===== src/rtl/design_params_pkg.sv =====
// rtl/design_params_pkg.sv - shared bus widths, monitor error indices and FSM states
package design_params_pkg;

    localparam int P_ADDR_WIDTH = 8;
    localparam int P_DATA_WIDTH = 16;

    localparam int MON_N_ERR = 5;

    typedef enum logic [2:0] {
        ERR_TIMEOUT = 3'd0,
        ERR_DROP    = 3'd1,
        ERR_SPUR    = 3'd2,
        ERR_EARLY   = 3'd3,
        ERR_STABLE  = 3'd4
    } mon_err_e;

    typedef enum logic [1:0] {
        IDLE = 2'd0,
        WAIT = 2'd1,
        TMO  = 2'd2
    } mon_state_e;

endpackage


===== src/rtl/req_gnt_chan_mon.sv =====
// rtl/req_gnt_chan_mon.sv - single-channel req/gnt checker with sticky flags and stats
module req_gnt_chan_mon
    import design_params_pkg::*;
#(
    parameter int MIN_LAT = 1,
    parameter int MAX_LAT = 4,
    parameter int CNT_W   = 16,
    parameter int LAT_W   = $clog2(MAX_LAT + 2)
) (
    input  logic                    clk,
    input  logic                    reset_n,
    input  logic                    clr,
    input  logic                    req,
    input  logic                    gnt,
    input  logic                    write_en,
    input  logic [P_ADDR_WIDTH-1:0] addr,
    input  logic [P_DATA_WIDTH-1:0] wdata,
    output logic [MON_N_ERR-1:0]    err_event,
    output logic [MON_N_ERR-1:0]    err_sticky,
    output logic [MON_N_ERR-1:0]    err_pulse,
    output logic [CNT_W-1:0]        txn_cnt,
    output logic [LAT_W-1:0]        max_lat
);

    localparam logic [LAT_W-1:0] L_MIN = LAT_W'(MIN_LAT);
    localparam logic [LAT_W-1:0] L_MAX = LAT_W'(MAX_LAT);

    mon_state_e              r_state;
    logic [LAT_W-1:0]        r_lat;
    logic [P_ADDR_WIDTH-1:0] r_addr;
    logic [P_DATA_WIDTH-1:0] r_wdata;
    logic                    r_we;
    logic                    r_stable_done;
    logic [MON_N_ERR-1:0]    r_sticky;
    logic [MON_N_ERR-1:0]    r_pulse;
    logic [CNT_W-1:0]        r_txn;
    logic [LAT_W-1:0]        r_max_lat;

    mon_state_e              w_state_nxt;
    logic [MON_N_ERR-1:0]    w_ev;
    logic                    w_capture;
    logic                    w_complete;
    logic                    w_max_upd;
    logic                    w_differ;
    logic [LAT_W-1:0]        w_max_base;

    always_comb begin
        w_state_nxt = r_state;
        w_ev        = '0;
        w_capture   = 1'b0;
        w_complete  = 1'b0;
        w_max_upd   = 1'b0;
        w_differ    = (addr != r_addr) || (wdata != r_wdata) || (write_en != r_we);
        // a clear in the same cycle makes the new latency compete against zero
        w_max_base  = clr ? '0 : r_max_lat;
        case (r_state)
            IDLE: begin
                if (req) begin
                    w_capture = 1'b1;
                    if (gnt) begin
                        w_complete      = 1'b1;
                        w_ev[ERR_EARLY] = (MIN_LAT > 0);
                    end else begin
                        w_state_nxt = WAIT;
                    end
                end else if (gnt) begin
                    w_ev[ERR_SPUR] = 1'b1;
                end
            end
            WAIT: begin
                if (req && w_differ && !r_stable_done)
                    w_ev[ERR_STABLE] = 1'b1;
                if (req && gnt) begin
                    w_complete      = 1'b1;
                    w_ev[ERR_EARLY] = (r_lat < L_MIN);
                    w_max_upd       = (r_lat > w_max_base);
                    w_state_nxt     = IDLE;
                end else if (!req) begin
                    w_ev[ERR_SPUR]  = gnt;
                    w_ev[ERR_DROP]  = !gnt;
                    w_state_nxt     = IDLE;
                end else if (r_lat == L_MAX) begin
                    w_ev[ERR_TIMEOUT] = 1'b1;
                    w_state_nxt       = TMO;
                end
            end
            TMO: begin
                if (req && w_differ && !r_stable_done)
                    w_ev[ERR_STABLE] = 1'b1;
                if (req && gnt) begin
                    w_complete  = 1'b1;
                    w_state_nxt = IDLE;
                end else if (!req) begin
                    w_state_nxt = IDLE;
                end
            end
            default: w_state_nxt = IDLE;
        endcase
    end

    always_ff @(posedge clk or negedge reset_n) begin
        if (!reset_n) begin
            r_state       <= IDLE;
            r_lat         <= '0;
            r_addr        <= '0;
            r_wdata       <= '0;
            r_we          <= 1'b0;
            r_stable_done <= 1'b0;
            r_sticky      <= '0;
            r_pulse       <= '0;
            r_txn         <= '0;
            r_max_lat     <= '0;
        end else begin
            r_state <= w_state_nxt;
            if (w_capture) begin
                r_addr        <= addr;
                r_wdata       <= wdata;
                r_we          <= write_en;
                r_stable_done <= 1'b0;
                r_lat         <= LAT_W'(1);
            end else if (r_state == WAIT && w_state_nxt == WAIT) begin
                r_lat <= r_lat + LAT_W'(1);
            end
            if (w_ev[ERR_STABLE])
                r_stable_done <= 1'b1;
            r_pulse  <= w_ev;
            r_sticky <= (clr ? '0 : r_sticky) | w_ev;
            if (clr)
                r_txn <= w_complete ? CNT_W'(1) : '0;
            else if (w_complete && r_txn != '1)
                r_txn <= r_txn + CNT_W'(1);
            if (w_max_upd)
                r_max_lat <= r_lat;
            else if (clr)
                r_max_lat <= '0;
        end
    end

    assign err_event  = w_ev;
    assign err_sticky = r_sticky;
    assign err_pulse  = r_pulse;
    assign txn_cnt    = r_txn;
    assign max_lat    = r_max_lat;

endmodule


===== src/rtl/req_gnt_protocol_monitor.sv =====
// rtl/req_gnt_protocol_monitor.sv - multi-channel req/gnt protocol monitor top
module req_gnt_protocol_monitor
    import design_params_pkg::*;
#(
    parameter int N_CH    = 2,
    parameter int MIN_LAT = 1,
    parameter int MAX_LAT = 4,
    parameter int CNT_W   = 16,
    parameter int LAT_W   = $clog2(MAX_LAT + 2)
) (
    input  logic                         clk,
    input  logic                         reset_n,
    input  logic [N_CH-1:0]              req,
    input  logic [N_CH-1:0]              gnt,
    input  logic [N_CH-1:0]              write_en,
    input  logic [N_CH*P_ADDR_WIDTH-1:0] addr,
    input  logic [N_CH*P_DATA_WIDTH-1:0] wdata,
    input  logic                         clr,
    output logic [N_CH*MON_N_ERR-1:0]    err_sticky,
    output logic [N_CH*MON_N_ERR-1:0]    err_pulse,
    output logic                         irq,
    output logic [N_CH*CNT_W-1:0]        txn_cnt,
    output logic [CNT_W-1:0]             err_cnt,
    output logic [N_CH*LAT_W-1:0]        max_lat
);

    localparam int N_BITS = N_CH * MON_N_ERR;
    localparam int POP_W  = $clog2(N_BITS + 1);

    logic [N_BITS-1:0] w_ev;
    logic [POP_W-1:0]  w_pop;
    logic [CNT_W:0]    w_sum;
    logic [CNT_W-1:0]  r_err_cnt;
    logic              r_irq;

    for (genvar g = 0; g < N_CH; g++) begin : g_ch
        req_gnt_chan_mon #(
            .MIN_LAT (MIN_LAT),
            .MAX_LAT (MAX_LAT),
            .CNT_W   (CNT_W),
            .LAT_W   (LAT_W)
        ) u_chan (
            .clk        (clk),
            .reset_n    (reset_n),
            .clr        (clr),
            .req        (req[g]),
            .gnt        (gnt[g]),
            .write_en   (write_en[g]),
            .addr       (addr[g*P_ADDR_WIDTH +: P_ADDR_WIDTH]),
            .wdata      (wdata[g*P_DATA_WIDTH +: P_DATA_WIDTH]),
            .err_event  (w_ev[g*MON_N_ERR +: MON_N_ERR]),
            .err_sticky (err_sticky[g*MON_N_ERR +: MON_N_ERR]),
            .err_pulse  (err_pulse[g*MON_N_ERR +: MON_N_ERR]),
            .txn_cnt    (txn_cnt[g*CNT_W +: CNT_W]),
            .max_lat    (max_lat[g*LAT_W +: LAT_W])
        );
    end

    always_comb begin
        w_pop = '0;
        for (int i = 0; i < N_BITS; i++)
            w_pop = w_pop + POP_W'(w_ev[i]);
        w_sum = {1'b0, (clr ? {CNT_W{1'b0}} : r_err_cnt)} + (CNT_W+1)'(w_pop);
    end

    always_ff @(posedge clk or negedge reset_n) begin
        if (!reset_n) begin
            r_err_cnt <= '0;
            r_irq     <= 1'b0;
        end else begin
            r_err_cnt <= w_sum[CNT_W] ? '1 : w_sum[CNT_W-1:0];
            r_irq     <= (|w_ev) | (!clr && (|err_sticky));
        end
    end

    assign err_cnt = r_err_cnt;
    assign irq     = r_irq;

endmodule


===== config.mk =====
export PLATFORM = sky130hd
export DESIGN_NAME = req_gnt_protocol_monitor
export DESIGN_NICKNAME = d
export VERILOG_FILES = /design/src/rtl/design_params_pkg.sv /design/src/rtl/req_gnt_chan_mon.sv /design/src/rtl/req_gnt_protocol_monitor.sv
export SDC_FILE = /design/constraint.sdc
export NUM_CORES = 1
export LEC_CHECK = 0
export CORE_UTILIZATION = 57
export DETAILED_ROUTE_END_ITERATION = 7
export GPL_TIMING_DRIVEN = 0
export PLACE_DENSITY_LB_ADDON = 0.25
export SLEW_MARGIN = 30
export SYNTH_ARGS = -nofsm -noshare
export SYNTH_HDL_FRONTEND = slang
export SYNTH_SLANG_ARGS = --single-unit

===== constraint.sdc =====
create_clock -name clk -period 12.8 [get_ports clk]
set_input_delay 1.28 -clock clk [delete_from_list [all_inputs] [get_ports clk]]
set_output_delay 1.28 -clock clk [all_outputs]
set_load 0.01 [all_outputs]

==> summary.txt <==
Hold path
  – Hold_sp: g_ch[1].u_chan.r_stable_done
  – Hold Path Class: register to register
  – Hold depth: 2
  – Worst hold endpoint: g_ch[1].u_chan.r_stable_done

Routing
  – WL per Instance: 16.9 µm
  – Vias: 5374
  – Routed WL: 15900 µm
  – DRC Markers: 0
  – Starting DRC count in detailed routing: 349
  – Router iterations before antenna repair: 4
  – Post-DR vias/cell: 5.72
  – ANT nets after route: 0

Die
  – Die Wd: 113 µm
  – Die Ht: 113 µm
  – Row cnt: 40
  – I/O pins: 132
  – Core footprint: 12000 µm²
  – Full die area: 12800 µm²
  – Initial cell density of the core: 58.5%

Worst setup path
  – CP Class: input port to register
  – CP Cell Sequence: clkdlybuf4s50_1 > xor2_1 > nor4_1 > nand3_1 > nor3_1 > a211oi_1 > fa_1 > inv_1 > fa_1 > fa_1 > fa_1 > inv_1 > fa_1 > a21o_1 > a21oi_1 > nor2_1 > and3_1 > xnor2_1 > nand2_1
  – R2R depth: 17
  – Reg-to-Reg End: err_cnt[12]
  – Crit path DAT: 6.32 ns
  – Setup crit start kind: input port
  – Largest stage delay, worst path: 0.66 ns
  – RR Startpoint: g_ch[0].u_chan.r_state[0]
  – R2r setup slk: 7.65 ns
  – Slowest-stage cell, CP: a211oi_1
  – Most frequent CP cell: fa_1
  – Worst Path Max Fanout: 6
  – Nature of the critical path endpoint: register
  – Worst EP required: 13.10 ns

Timing
  – Worst Tran Pin Value: 0.812 ns
  – # setup viols final: 0
  – Period utilization: 47.0%
  – Final Hold Vio Count: 0
  – RSZ-0062 raised after global routing: no
  – Clock skew: 0.00879 ns
  – Final setup TNS: 0 ns
  – Final max-slew violation count: 0
  – Peak Freq: 166 MHz
  – Worst slew margin: 45.5%
  – Crit path time final: 6.01 ns

Place
  – DPL Wire Length: 11500 µm
  – GP Congestion: 0.854
  – DP Area: 8520 µm²
  – # port buffers: 128

Global routing
  – First-pass GRT wire length: 26300 µm
  – GR Layer Usage met3: 7.71%
  – Largest net degree at the start of global routing: 91
  – Met1 usage: 31.4%
  – Initial antenna violation count: 0
  – Vias in the first global route: 5542
  – Grt ovf: 0
  – GRT met2 Usage: 45.5%
  – Total GRT Usage: 26.5%
  – Grt peak-use layer: met2

Synthesis
  – Post-Synth Simple-Gate Area: 13.6%
  – Cells after synthesis: 635
  – Synth Area in Compound Gates: 8.60%
  – Area contributors post-synth: dfrtp_1, mux2_2, xnor2_1
  – Ys flop type: dfrtp_1
  – Mean post-synth cell area: 11.1 µm²
  – Synth Cell Area: 7020 µm²
  – Seq/Total Area, Yosys: 48.8%
  – Synth Warn #: 0
  – Distinct cells, synth: 62
  – Post-synth EDFFs: 0
  – Top-area cell type share of the netlist area: 48.8%
  – Post-Syn Nets: 724
  – Post-Synth XOR/XNOR Area: 10.5%
  – Main combinational cell family by area after synthesis: simple AND/OR/NAND/NOR gates
  – #FFs+latches synth: 137
  – Yosys top cell by area: dfrtp_1
  – Commonest cells in the synthesized netlist: dfrtp_1, xnor2_1, mux2_2, nand2_1, nor2_1
  – Post-synthesis adder-cell area fraction: 6.45%
  – Most common cell in the netlist: dfrtp_1
  – Mux share of post-synthesis cell area: 9.05%
  – Share of flip-flops with an asynchronous set or reset: 100%

Clocking
  – Hold Buf Count CTS: 0
  – Clk_lat worst skew: 0.42 ns
  – Post-CTS sizing: 0
  – Clk buf depth: 2
  – H-tree level count: 4
  – Post-CTS setup buffers: 0
  – CTS tree: yes
  – Inserted Clock Buffers: 17
  – Clock Pin Slew Worst Setup and Hold Paths: 0.06 ns
  – Clock sink total: 137
  – Root Buffer: clkbuf_16

Power and ir drop
  – Sequential power share: 40.2%
  – Power Internal: 1.10 mW
  – Worst VDD drop: 0.131 mV
  – LEAKAGE: 3.93 nW
  – Clk network pwr share: 29.7%
  – Power share of the combinational group: 30.1%
  – Pwr dens: 172 nW/µm²
  – Switch share: 29.7%
  – Sw Pwr: 0.464 mW

Run status
  – Run status: finished clean

Final layout
  – FILL cells: 850
  – Antenna cells: 0
  – Ratio of cells with drive above 1 in the final layout: 12.6%
  – Finished Cell Area: 9080 µm²
  – Nets@finish: 872
  – Synthesis-to-layout area growth: 29.2%

Flow run
  – Max Cap Viol: 0
## worst max-delay path: cells and delay by family
kind	cells	cell delay, ns
compound gates	3	1.32
simple gates	6	0.70
buf+inv	3	0.65
xor+xnor	2	0.32
fa+ha+maj	5	2.06
## layer usage
| metal | up-vias | share of wire, % |
|---|---|---|
| met2 | 148 | 51 |
| met3 | 28 | 5.8 |
| met5 | - | 0 |
| met4 | 0 | 1.9 |
| li1 | 2505 | - |
| met1 | 2693 | 41 |
## cell usage in the layout, fill, tap and decap left out, types with 6 or more instances in the layout
cell type	n
xnor2_1	65
fa_1	7
xor2_1	19
mux2_2	52
or3_1	6
nor2_1	42
o21ai_0	19
nand2_1	46
ha_1	25
nor2b_1	9
nand3_1	20
clkbuf_1	18
clkbuf_16	17
and3_1	8
clkdlybuf4s50_1	127
nor3_1	9
inv_1	33
dfrtp_1	137
a21oi_1	18
nand4_1	15
o211ai_1	11
o21ai_2	7
a21o_1	12
## flip-flops by register name, summed over array words and instances, names as in the netlist
| signal | count |
|---|---|
| g_ch.u_chan.r_we | 2 |
| g_ch.u_chan.err_pulse | 10 |
| g_ch.u_chan.err_sticky | 10 |
| irq | 1 |
| g_ch.u_chan.r_addr | 16 |
| err_cnt | 16 |
| g_ch.u_chan.r_wdata | 32 |
| g_ch.u_chan.max_lat | 6 |
| g_ch.u_chan.r_stable_done | 2 |
| g_ch.u_chan.txn_cnt | 32 |
| g_ch.u_chan.r_state | 4 |
| g_ch.u_chan.r_lat | 6 |
## power groups by stage
| stage | Clock, mW | Sequential, mW | Combinational [mW] |
|---|---|---|---|
| floorplan | 0 | 0.624 | 0.307 |
| global placement | 0 | 0.623 | 0.439 |
| detailed placement | 0 | 0.633 | 0.467 |
| CTS | 0.470 | 0.628 | 0.474 |
| global route | 0.491 | 0.641 | 0.517 |
| finish | 0.465 | 0.628 | 0.470 |
## stage by stage
step	setup WS [ns]	total power, mW	hold slack, ns	util (%)	std cells
final	6.79	1.56	0.487	75.6	940
after global routing	6.49	1.65	0.513	75.6	940
after CTS	6.75	1.57	0.489	75.6	940
after detailed placement	6.35	1.10	0.478	70.9	911
after global placement	5.17	1.06	0.461	70.7	910
after floorplan	7.46	0.931	0.436	-	635
## kinds of logic after synthesis
group	after synthesis
AND/OR/NAND/NOR	184
flip-flops	137
buffers and inverters	52
multiplexers	57
XOR/XNOR	84
adder cells (fa/ha/maj)	32
AO/OA/AOI/OAI	89
## worst max path at each step
stage                     startpoint                       end  slack, ns
final                        addr[5]               err_cnt[12]       6.79
after global routing        wdata[1]               err_cnt[12]       6.49
after floorplan             wdata[4]               err_cnt[12]       7.46
after global placement       reset_n  g_ch[1].u_chan.r_addr[2]       5.17
after detailed placement    wdata[3]               err_cnt[12]       6.35
after CTS                    addr[5]               err_cnt[12]       6.75
## layout make-up
class                           instances  area (µm²)  share of cell area [%]
Buffer                                 17        81.3                   0.896
Clock buffer                           26         489                    5.39
Clock inverter                          3        65.1                   0.717
Inverter                               35         131                    1.45
Multi-Input combinational cell        446        3380                    37.3
Sequential cell                       137        3430                    37.8
Tap cell                              147         184                    2.03
Timing Repair Buffer                  129        1310                    14.5
Power figures use the tool's default switching activity.
